`src/rtl/adxl345_pkg.sv`:
```
// Shared constants for the ADXL345 SPI responder: register map,
// reset values, FSM state encoding and flag bit positions.
package adxl345_pkg;

    localparam logic [5:0] ADDR_DEVID       = 6'h00;
    localparam logic [5:0] ADDR_BW_RATE     = 6'h2C;
    localparam logic [5:0] ADDR_POWER_CTL   = 6'h2D;
    localparam logic [5:0] ADDR_INT_ENABLE  = 6'h2E;
    localparam logic [5:0] ADDR_DATA_FORMAT = 6'h31;
    localparam logic [5:0] ADDR_DATAX0      = 6'h32;
    localparam logic [5:0] ADDR_DATAX1      = 6'h33;
    localparam logic [5:0] ADDR_DATAY0      = 6'h34;
    localparam logic [5:0] ADDR_DATAY1      = 6'h35;
    localparam logic [5:0] ADDR_DATAZ0      = 6'h36;
    localparam logic [5:0] ADDR_DATAZ1      = 6'h37;

    localparam logic [7:0] RST_BW_RATE     = 8'h0A;
    localparam logic [7:0] RST_POWER_CTL   = 8'h00;
    localparam logic [7:0] RST_INT_ENABLE  = 8'h00;
    localparam logic [7:0] RST_DATA_FORMAT = 8'h00;

    localparam int MEASURE_BIT    = 3;
    localparam int DATA_READY_BIT = 7;

    typedef logic [1:0] state_t;
    localparam state_t ST_IDLE = 2'd0;
    localparam state_t ST_CMD  = 2'd1;
    localparam state_t ST_RD   = 2'd2;
    localparam state_t ST_WR   = 2'd3;

    function automatic logic is_writable(input logic [5:0] a);
        return (a == ADDR_BW_RATE) || (a == ADDR_POWER_CTL) ||
               (a == ADDR_INT_ENABLE) || (a == ADDR_DATA_FORMAT);
    endfunction

endpackage

```
`src/rtl/adxl345_spi_responder_spi_input_sync.sv`:
```
// Synchronises the SPI pad inputs into clk domain and detects
// rising/falling edges of SCLK and CS_N on the synchronised copies.
module spi_input_sync #(
    parameter int SYNC_STAGES = 2
) (
    input  logic i_clk,
    input  logic i_rst,
    input  logic i_sclk,
    input  logic i_cs_n,
    input  logic i_sdat,
    output logic o_sclk_rise,
    output logic o_sclk_fall,
    output logic o_cs_fall,
    output logic o_cs_rise,
    output logic o_sdat
);

    logic [SYNC_STAGES-1:0] r_sclk_sync;
    logic [SYNC_STAGES-1:0] r_cs_sync;
    logic [SYNC_STAGES-1:0] r_sdat_sync;
    logic                   r_sclk_prev;
    logic                   r_cs_prev;
    logic                   w_sclk;
    logic                   w_cs_n;

    assign w_sclk = r_sclk_sync[SYNC_STAGES-1];
    assign w_cs_n = r_cs_sync[SYNC_STAGES-1];

    // Shift chains plus one delayed copy for edge detection; idle-high reset
    // on SCLK and CS_N so leaving reset never looks like an edge.
    always_ff @(posedge i_clk) begin
        if (i_rst) begin
            r_sclk_sync <= '1;
            r_cs_sync   <= '1;
            r_sdat_sync <= '0;
            r_sclk_prev <= 1'b1;
            r_cs_prev   <= 1'b1;
        end else begin
            r_sclk_sync <= {r_sclk_sync[SYNC_STAGES-2:0], i_sclk};
            r_cs_sync   <= {r_cs_sync[SYNC_STAGES-2:0], i_cs_n};
            r_sdat_sync <= {r_sdat_sync[SYNC_STAGES-2:0], i_sdat};
            r_sclk_prev <= w_sclk;
            r_cs_prev   <= w_cs_n;
        end
    end

    assign o_sclk_rise = w_sclk & ~r_sclk_prev;
    assign o_sclk_fall = ~w_sclk & r_sclk_prev;
    assign o_cs_fall   = ~w_cs_n & r_cs_prev;
    assign o_cs_rise   = w_cs_n & ~r_cs_prev;
    assign o_sdat      = r_sdat_sync[SYNC_STAGES-1];

endmodule

```
`src/rtl/adxl345_spi_responder.sv`:
```
// ADXL345 3-wire SPI slave emulation: command decode, small register
// file, coherent sample shadowing and a data-ready interrupt.
module adxl345_spi_responder
    import adxl345_pkg::*;
#(
    parameter int         SYNC_STAGES = 2,
    parameter logic [7:0] DEVID       = 8'hE5
) (
    input  logic        clk_clk,
    input  logic        reset_reset,
    input  logic        sclk_i,
    input  logic        cs_n_i,
    input  logic        sdat_i,
    output logic        sdat_o,
    output logic        sdat_oe,
    output logic        int_o,
    input  logic [15:0] accel_x,
    input  logic [15:0] accel_y,
    input  logic [15:0] accel_z,
    input  logic        sample_valid
);

    logic       w_sclk_rise;
    logic       w_sclk_fall;
    logic       w_cs_fall;
    logic       w_cs_rise;
    logic       w_sdat;

    state_t     r_state;
    logic [2:0] r_bitcnt;
    logic [7:0] r_shift;
    logic [7:0] r_tx;
    logic [5:0] r_addr;
    logic       r_mb;
    logic       r_sdo;
    logic       r_oe;

    logic [7:0]  r_bw_rate;
    logic [7:0]  r_power_ctl;
    logic [7:0]  r_int_enable;
    logic [7:0]  r_data_format;
    logic [47:0] r_live;
    logic [47:0] r_shadow;
    logic        r_drdy;
    logic        r_int;

    logic [7:0] w_cmd;
    logic [5:0] w_next_addr;
    logic [5:0] w_rd_addr;
    logic [7:0] w_rd_data;
    logic       w_cs_start;
    logic       w_wr_en;
    logic       w_byte_rd_done;
    logic       w_drdy_set;
    logic       w_drdy_clr;

    spi_input_sync #(
        .SYNC_STAGES(SYNC_STAGES)
    ) u_sync (
        .i_clk      (clk_clk),
        .i_rst      (reset_reset),
        .i_sclk     (sclk_i),
        .i_cs_n     (cs_n_i),
        .i_sdat     (sdat_i),
        .o_sclk_rise(w_sclk_rise),
        .o_sclk_fall(w_sclk_fall),
        .o_cs_fall  (w_cs_fall),
        .o_cs_rise  (w_cs_rise),
        .o_sdat     (w_sdat)
    );

    assign w_cmd       = {r_shift[6:0], w_sdat};
    assign w_next_addr = r_mb ? r_addr + 6'd1 : r_addr;
    assign w_cs_start  = (r_state == ST_IDLE) & w_cs_fall;

    assign w_wr_en = (r_state == ST_WR) & w_sclk_rise &
                     (r_bitcnt == 3'd7) & ~w_cs_rise;

    assign w_byte_rd_done = (r_state == ST_RD) & w_sclk_fall &
                            (r_bitcnt == 3'd7) & ~w_cs_rise;

    assign w_drdy_set = sample_valid & r_power_ctl[MEASURE_BIT];
    assign w_drdy_clr = w_byte_rd_done & (r_addr == ADDR_DATAZ1);

    // Read map: the byte loaded at command decode or at each byte boundary.
    always_comb begin
        w_rd_addr = (r_state == ST_CMD) ? w_cmd[5:0] : w_next_addr;
        case (w_rd_addr)
            ADDR_DEVID:       w_rd_data = DEVID;
            ADDR_BW_RATE:     w_rd_data = r_bw_rate;
            ADDR_POWER_CTL:   w_rd_data = r_power_ctl;
            ADDR_INT_ENABLE:  w_rd_data = r_int_enable;
            ADDR_DATA_FORMAT: w_rd_data = r_data_format;
            ADDR_DATAX0:      w_rd_data = r_shadow[7:0];
            ADDR_DATAX1:      w_rd_data = r_shadow[15:8];
            ADDR_DATAY0:      w_rd_data = r_shadow[23:16];
            ADDR_DATAY1:      w_rd_data = r_shadow[31:24];
            ADDR_DATAZ0:      w_rd_data = r_shadow[39:32];
            ADDR_DATAZ1:      w_rd_data = r_shadow[47:40];
            default:          w_rd_data = 8'h00;
        endcase
    end

    // Transaction FSM; a CS_N rise aborts whatever is in flight.
    always_ff @(posedge clk_clk) begin
        if (reset_reset) begin
            r_state  <= ST_IDLE;
            r_bitcnt <= '0;
            r_shift  <= '0;
            r_tx     <= '0;
            r_addr   <= '0;
            r_mb     <= 1'b0;
            r_sdo    <= 1'b0;
            r_oe     <= 1'b0;
        end else if (w_cs_rise) begin
            r_state  <= ST_IDLE;
            r_bitcnt <= '0;
            r_oe     <= 1'b0;
        end else begin
            case (r_state)
                ST_IDLE: begin
                    if (w_cs_fall) begin
                        r_state  <= ST_CMD;
                        r_bitcnt <= '0;
                    end
                end
                ST_CMD: begin
                    if (w_sclk_rise) begin
                        r_shift  <= w_cmd;
                        r_bitcnt <= r_bitcnt + 3'd1;
                        if (r_bitcnt == 3'd7) begin
                            r_mb    <= w_cmd[6];
                            r_addr  <= w_cmd[5:0];
                            r_tx    <= w_rd_data;
                            r_state <= w_cmd[7] ? ST_RD : ST_WR;
                        end
                    end
                end
                ST_RD: begin
                    if (w_sclk_fall) begin
                        r_sdo    <= r_tx[7];
                        r_oe     <= 1'b1;
                        r_bitcnt <= r_bitcnt + 3'd1;
                        if (r_bitcnt == 3'd7) begin
                            r_addr <= w_next_addr;
                            r_tx   <= w_rd_data;
                        end else begin
                            r_tx <= {r_tx[6:0], 1'b0};
                        end
                    end
                end
                ST_WR: begin
                    if (w_sclk_rise) begin
                        r_shift  <= w_cmd;
                        r_bitcnt <= r_bitcnt + 3'd1;
                        if (r_bitcnt == 3'd7) begin
                            r_addr <= w_next_addr;
                        end
                    end
                end
                default: r_state <= ST_IDLE;
            endcase
        end
    end

    // Writable configuration registers; other write targets are dropped.
    always_ff @(posedge clk_clk) begin
        if (reset_reset) begin
            r_bw_rate     <= RST_BW_RATE;
            r_power_ctl   <= RST_POWER_CTL;
            r_int_enable  <= RST_INT_ENABLE;
            r_data_format <= RST_DATA_FORMAT;
        end else if (w_wr_en && is_writable(r_addr)) begin
            case (r_addr)
                ADDR_BW_RATE:     r_bw_rate     <= w_cmd;
                ADDR_POWER_CTL:   r_power_ctl   <= w_cmd;
                ADDR_INT_ENABLE:  r_int_enable  <= w_cmd;
                ADDR_DATA_FORMAT: r_data_format <= w_cmd;
                default:          r_bw_rate     <= r_bw_rate;
            endcase
        end
    end

    // Live samples follow sample_valid; shadow freezes them per transaction.
    always_ff @(posedge clk_clk) begin
        if (reset_reset) begin
            r_live   <= '0;
            r_shadow <= '0;
        end else begin
            if (sample_valid) begin
                r_live <= {accel_z, accel_y, accel_x};
            end
            if (w_cs_start) begin
                r_shadow <= r_live;
            end
        end
    end

    // Data-ready flag (set beats clear) and its registered interrupt.
    always_ff @(posedge clk_clk) begin
        if (reset_reset) begin
            r_drdy <= 1'b0;
            r_int  <= 1'b0;
        end else begin
            r_drdy <= w_drdy_set | (r_drdy & ~w_drdy_clr);
            r_int  <= r_drdy & r_int_enable[DATA_READY_BIT];
        end
    end

    assign sdat_o  = r_sdo;
    assign sdat_oe = r_oe;
    assign int_o   = r_int;

endmodule

```
`config.mk`:
```
export PLATFORM = sky130hd
export DESIGN_NAME = adxl345_spi_responder
export DESIGN_NICKNAME = d
export VERILOG_FILES = /design/src/rtl/adxl345_pkg.sv /design/src/rtl/adxl345_spi_responder_spi_input_sync.sv /design/src/rtl/adxl345_spi_responder.sv
export SDC_FILE = /design/constraint.sdc
export NUM_CORES = 1
export LEC_CHECK = 0
export CAP_MARGIN = 30
export CORE_MARGIN = 2
export CORE_UTILIZATION = 30
export DETAILED_ROUTE_END_ITERATION = 10
export PLACE_DENSITY = 0.55
export SYNTH_ARGS = -nofsm -noshare
export SYNTH_HDL_FRONTEND = slang
export SYNTH_SLANG_ARGS = --single-unit
```
`constraint.sdc`:
```
create_clock -name clk_clk -period 4.1 [get_ports clk_clk]
set_input_delay 0.82 -clock clk_clk [delete_from_list [all_inputs] [get_ports clk_clk]]
set_output_delay 0.82 -clock clk_clk [all_outputs]
set_load 0.05 [all_outputs]
```
# [Word level (Yosys, flattened, before mapping)]
# Index checks and enable logic that the tools add are counted.
# Widths: inputs -> output; s select.
[word_totals] n_memories=0 mem_bits_rw=0 romBits=0 latch_bits=0 reg_bits=167
[classes] add_sub_neg=2 n_reduce_logical=23 multipliers=0 bitwise_logic=22 n_shift=0 div_mod_pow=0 eq_ne=25 mux=23 n_lt_le_gt_ge=0
[ops] op="$eq 6x6->1 const B" n=15
[ops] op="$pmux 8 s11" n=1
[ops] op="$mux 6" n=7
[ops] op="$mux 8" n=4
[ops] op="$pmux 6 s3" n=1
[ops] op="$pmux 8 s2" n=1
[ops] op="$and 1x1->1" n=15
[ops] op="$ne 2x2->1 const B" n=5
[ops] op="$reduce_and 2->1" n=5
[ops] op="$mux 3" n=3
[ops] op="$pmux 3 s3" n=1
[ops] op="$reduce_and 3->1" n=3
[ops] op="$reduce_and 4->1" n=2
[ops] op="$add 6x1->6 const B" n=1
[ops] op="$logic_not 6->1" n=1
[ops] op="$mux 2" n=3
[ops] op="$not 1->1" n=6
[ops] op="$reduce_and 6->1" n=1
[ops] op="$reduce_and 5->1" n=1
[ops] op="$eq 2x2->1 const B" n=2
[ops] op="$pmux 2 s2" n=1
[ops] op="$reduce_bool 2->1" n=2
[ops] op="$reduce_or 2->1" n=2
[ops] op="$add 3x1->3 const B" n=1
[ops] op="other kinds (9)" n=11

# [Longest topological paths before layout]
[logic_depth] ltp_word=9 ltp_mapped=11

# [Cells and area by module]
# From an unflattened synthesis, not the netlist that was laid out.
[hier_totals] hier_cells=809 area_unflattened_um2=7325.8
[by_module_without_submodules] module="adxl345_spi_responder" area_each_um2=7090.6 n_inst=1 cells_each=789
[by_module_without_submodules] module="spi_input_sync" area_each_um2=235.2 n_inst=1 cells_each=20

# [Worst setup path after synthesis]
# Ideal clock, no wire load.
[synth_path] path_kind="register to register" start="register r_addr[0]" end="register r_tx[1]" t_arrival_ns=2.392 stages_incl_launch_ff=12 required_time_ns=4.021 synth_period_minus_slack_ns=2.471 setup_slack_ns=1.629 path_cell_list="dfxtp_1 buf_4 inv_1 ha_1 mux2_2 mux2_4 nor2_2 buf_4 nand2_1 and3_1 a211o_1 a211oi_2"
[synth_via] elab_chain_cells=8 elab_cells_between_ends=20 classes_between="1 x add/sub; 10 x eq/ne; 8 x mux; 1 x reduce/logical"
[synth_lines] element="start, declared" line="adxl345_spi_responder.sv:33" rtl="logic [5:0] r_addr;"
[synth_lines] element="start signal, assigned" line="adxl345_spi_responder.sv:133" rtl="r_addr <= w_cmd[5:0];"
[synth_lines] element="start signal, assigned" line="adxl345_spi_responder.sv:145" rtl="r_addr <= w_next_addr;"
[synth_lines] element="start signal, assigned" line="adxl345_spi_responder.sv:157" rtl="r_addr <= w_next_addr;"
[synth_lines] element="$add 6x1->6" line="adxl345_spi_responder.sv:73" rtl="assign w_next_addr = r_mb ? r_addr + 6'd1 : r_addr;"
[synth_lines] element="$mux 6 *" line="adxl345_spi_responder.sv:73"
[synth_lines] element="$mux 6 *" line="adxl345_spi_responder.sv:87" rtl="w_rd_addr = (r_state == ST_CMD) ? w_cmd[5:0] : w_next_addr;"
[synth_lines] element="$eq 6x6->1 or $logic_not 6->1 (tied branches)" line="adxl345_spi_responder.sv:88" rtl="case (w_rd_addr)"
[synth_lines] element="$pmux 8 s11 *" line="adxl345_spi_responder.sv:88"
[synth_lines] element="$mux 8 (on tied branches)" line="adxl345_spi_responder.sv:144, adxl345_spi_responder.sv:131"
[synth_lines] element="$mux 8 (on tied branches)" line="adxl345_spi_responder.sv:140, adxl345_spi_responder.sv:128"
[synth_lines] element="$pmux 8 s2 *" line="adxl345_spi_responder.sv:120" rtl="case (r_state)"
[synth_lines] element="end signal, assigned" line="adxl345_spi_responder.sv:134" rtl="r_tx <= w_rd_data;"
[synth_lines] element="end signal, assigned" line="adxl345_spi_responder.sv:146" rtl="r_tx <= w_rd_data;"
[synth_lines] element="end signal, assigned" line="adxl345_spi_responder.sv:148" rtl="r_tx <= {r_tx[6:0], 1'b0};"
[synth_lines] element="end, declared" line="adxl345_spi_responder.sv:32" rtl="logic [7:0] r_tx;"
# Mark *: on every way between the ends. The rest lies on a longest branch, timed or not. The select of a mux whose other input is x is not followed.
# A chain may end at the register's enable or synchronous reset.

# [Final worst setup path]
[layout_path] start="register r_addr[0]" end="register r_tx[5]"
# Same word-level chain as after synthesis.

==> results.cfg <==
[detailed_routing]
dr_wl_met2_microns = 8455
postRouteAntennaNets = 0
num_vias = 5969
initialDrtViolationCount = 422
viasPerCell = 4.995
wl_per_cell_microns = 16.09
firstDrtPassIters = 5
wl_met1_microns = 9422
highest_layer = met4
dr_wl_met3_microns = 826
wl_microns = 19230
post-route-drc-count = 0

[cells_and_area]
syn_to_final_growth_pct = 19.24
drive_above_1_share = 0.09247
antenna_cells = 0
layout_common_cells = dfxtp_1, nand2_1, a21oi_1, nor2_1, mux2i_1
nFillCells = 2429
final_common_cell = dfxtp_1
final_util = 0.3674
final_cell_area_sq_um = 8676
layout.nets = 923

[logic_synthesis]
yosysTopAreaCell = dfxtp_1
syn_inst = 843
synth_edf_count = 0
netlist_area_sq_um = 7276
synth_area_leaders = dfxtp_1, mux2i_1, nand2_1
synth_seq_cells = 167
ys_types = 75
ys_seq_area_frac = 0.4595
synth_async_sr_flop_share = 0
syn-num-nets = 903
yosys_most_used_dff = dfxtp_1
yosys_warnings = 0
synth_top_area_frac = 0.4595
syn-mean-instance-area_sq_um = 8.631

[worst_setup_path]
crit_chain = inv_1 -> ha_1 -> mux2_2 -> mux2_4 -> nor2_2 -> a221oi_1 -> a211oi_1 -> nor3_1 -> a2111oi_2
crit_required_ns = 4.43
cp-start-kind = flip-flop
cpLargestDelayFamily = compound AO/OA/AOI/OAI gates
critPathMaxStageDelay_ns = 0.58
crit_type = reg -> reg
arrival_ns = 3.47
critPathMaxFanout = 11
slowest_stage = dfxtp_1
cp-end-kind = flip-flop
crit_buf_inv = 1

[cts]
cts_buffers = 17
hold_buffers = 0
clk_pin_slew_worst_paths_ns = 0.07
cts_setup_buffers = 0
tritoncts = yes
ctsResizeCount = 0
clockBufferDepth = 2
cts.sinks = 167
insertion_delay_ns = 0.43
cts_root_buf = clkbuf_16
htree_levels = 4

[die]
core_area_sq_um = 23610
die_y_microns = 159.7
io_pins = 57
initial_core_util = 0.3081
dieArea_sq_um = 25510
rows = 56
die_w_microns = 159.7

[sta]
fin_crit_ns = 3.146
fin_worst_skew_ns = 0.009500
maxSlewViolCount = 0
setup_viol = 0
rsz0062_at_grt = false
hold_viol_final = 0
tns_ns = 0
fin_crit_sh = 0.7674
worst_pin_slew_ns = 0.9271
relSlewSlack = 0.3800
setup_ws_ns = 0.9537
max_freq_mhz = 317.8

[place]
hpwl_microns = 12990
gp_congestion = 0.8716
pre_cts_ws_ns = 1.003
placed_area_sq_um = 8050
io_buffers = 56

[power_and_ir_drop]
combPwrFrac = 0.057
power_density_nw_per_um2 = 413.9
clkPwrFrac = 0.473
finalPower_mw = 3.591
intPower_mw = 2.753
swShare = 0.2333
leakagePower_nw = 3.117
power_frac_seq = 0.470
ir_drop_uv = 256.7
p_sw_mw = 0.8378

[global_routing]
grt_pass1_wl_microns = 30990
antenna_found_initial = 0
grt_use_total = 0.1512
gr-total-overflow = 0
grt_max_degree = 69
grt_pass1_vias = 5670

[outcome]
status = finished clean

[job]
max-cap-violations = 0

[min_path]
hold_path.class = reg -> reg
## logic make-up (layout without fill, tap and decap cells)
family          after synthesis  after routing  share of synthesized area
mux                          80             80                     0.1161
buf+inv                      74            107                    0.04385
xor+xnor                      3              3                   0.003612
simple gates                326            326                     0.1993
compound gates              187            187                     0.1673
flops                       167            167                     0.4595
fa+ha+maj                     6              6                    0.01032
## metal layers
metal  global-route usage  up-vias
li1                     -     2990
met1               0.2082     2802
met2               0.2300      140
met3              0.02909       37
met4              0.06653        0
met5                    0        -
## layout make-up
cell class / count / area [sq um] / share of cell area
multi-input combinational: 602 / 3638 / 0.4194
sequential: 167 / 3343 / 0.3853
timing repair buffer: 67 / 639.4 / 0.07369
clock buffer: 18 / 439.2 / 0.05062
tap: 319 / 399.1 / 0.04601
clock inverter: 14 / 186.4 / 0.02149
inverter: 8 / 30.03 / 0.003461
## state kept, by name, summed over array words and instances (netlist names), 5 cells and up, named ones only
name and flops:
r_live 48, r_shadow 48, r_bw_rate 8, r_data_format 8, r_int_enable 8, r_power_ctl 8, r_tx 8, r_shift 7
r_addr 5
## final timing paths
path	startpoint	endpoint	slack (ns)	depth (start not counted)
hold / removal	u_sync.r_cs_sync[0]	u_sync.r_cs_sync[1]	0.41	1
hold reg to reg	u_sync.r_cs_sync[0]	u_sync.r_cs_sync[1]	0.41	1
setup reg to reg	r_addr[0]	r_tx[5]	0.95	9
setup / recovery	r_addr[0]	r_tx[5]	0.95	9
## power groups by stage
stage / clock network (mW) / registers, mW / logic [mW]
after global routing: 1.81 / 1.69 / 0.224
after detailed placement: 0 / 1.72 / 0.206
after CTS: 1.74 / 1.69 / 0.207
after global placement: 0 / 1.72 / 0.205
after floorplan: 0 / 1.71 / 0.129
final: 1.70 / 1.69 / 0.204
## worst register-to-register path: stages (launching register included)
cell       delay [ns]
dfxtp_1          0.58
inv_1            0.18
ha_1             0.38
mux2_2           0.30
mux2_4           0.34
nor2_2           0.43
a221oi_1         0.18
a211oi_1         0.26
nor3_1           0.10
a2111oi_2        0.31
## stage by stage
stage,hold WS [ns],instances
2_1_floorplan,0.3895,843
3_3_place_gp,0.3957,1162
3_5_place_dp,0.3937,1163
4_1_cts,0.4103,1195
5_1_grt,0.4163,1195
6_report,0.4087,1195
## cell usage after synthesis, drive strengths merged (3+ instances only)
| master | number |
|---|---|
| nand4 | 4 |
| nor2b | 4 |
| inv | 8 |
| a221oi | 9 |
| a222oi | 5 |
| a2bb2oi | 3 |
| or3 | 3 |
| ha | 6 |
| o31ai | 3 |
| nor3b | 3 |
| a31oi | 3 |
| nand3b | 3 |
| nor2 | 88 |
| mux2i | 67 |
| buf | 16 |
| nand3 | 35 |
| dfxtp | 167 |
| mux2 | 12 |
| a211oi | 4 |
| nor3 | 7 |
| a21oi | 100 |
| o211ai | 3 |
| or2 | 7 |
| o21ai | 15 |
| clkbuf | 50 |
| nand2b | 6 |
| and3 | 3 |
| o2111a | 3 |
| o221ai | 4 |
| nand2 | 154 |
| a22oi | 14 |
Note: power is estimated with default switching activity, not from simulation.
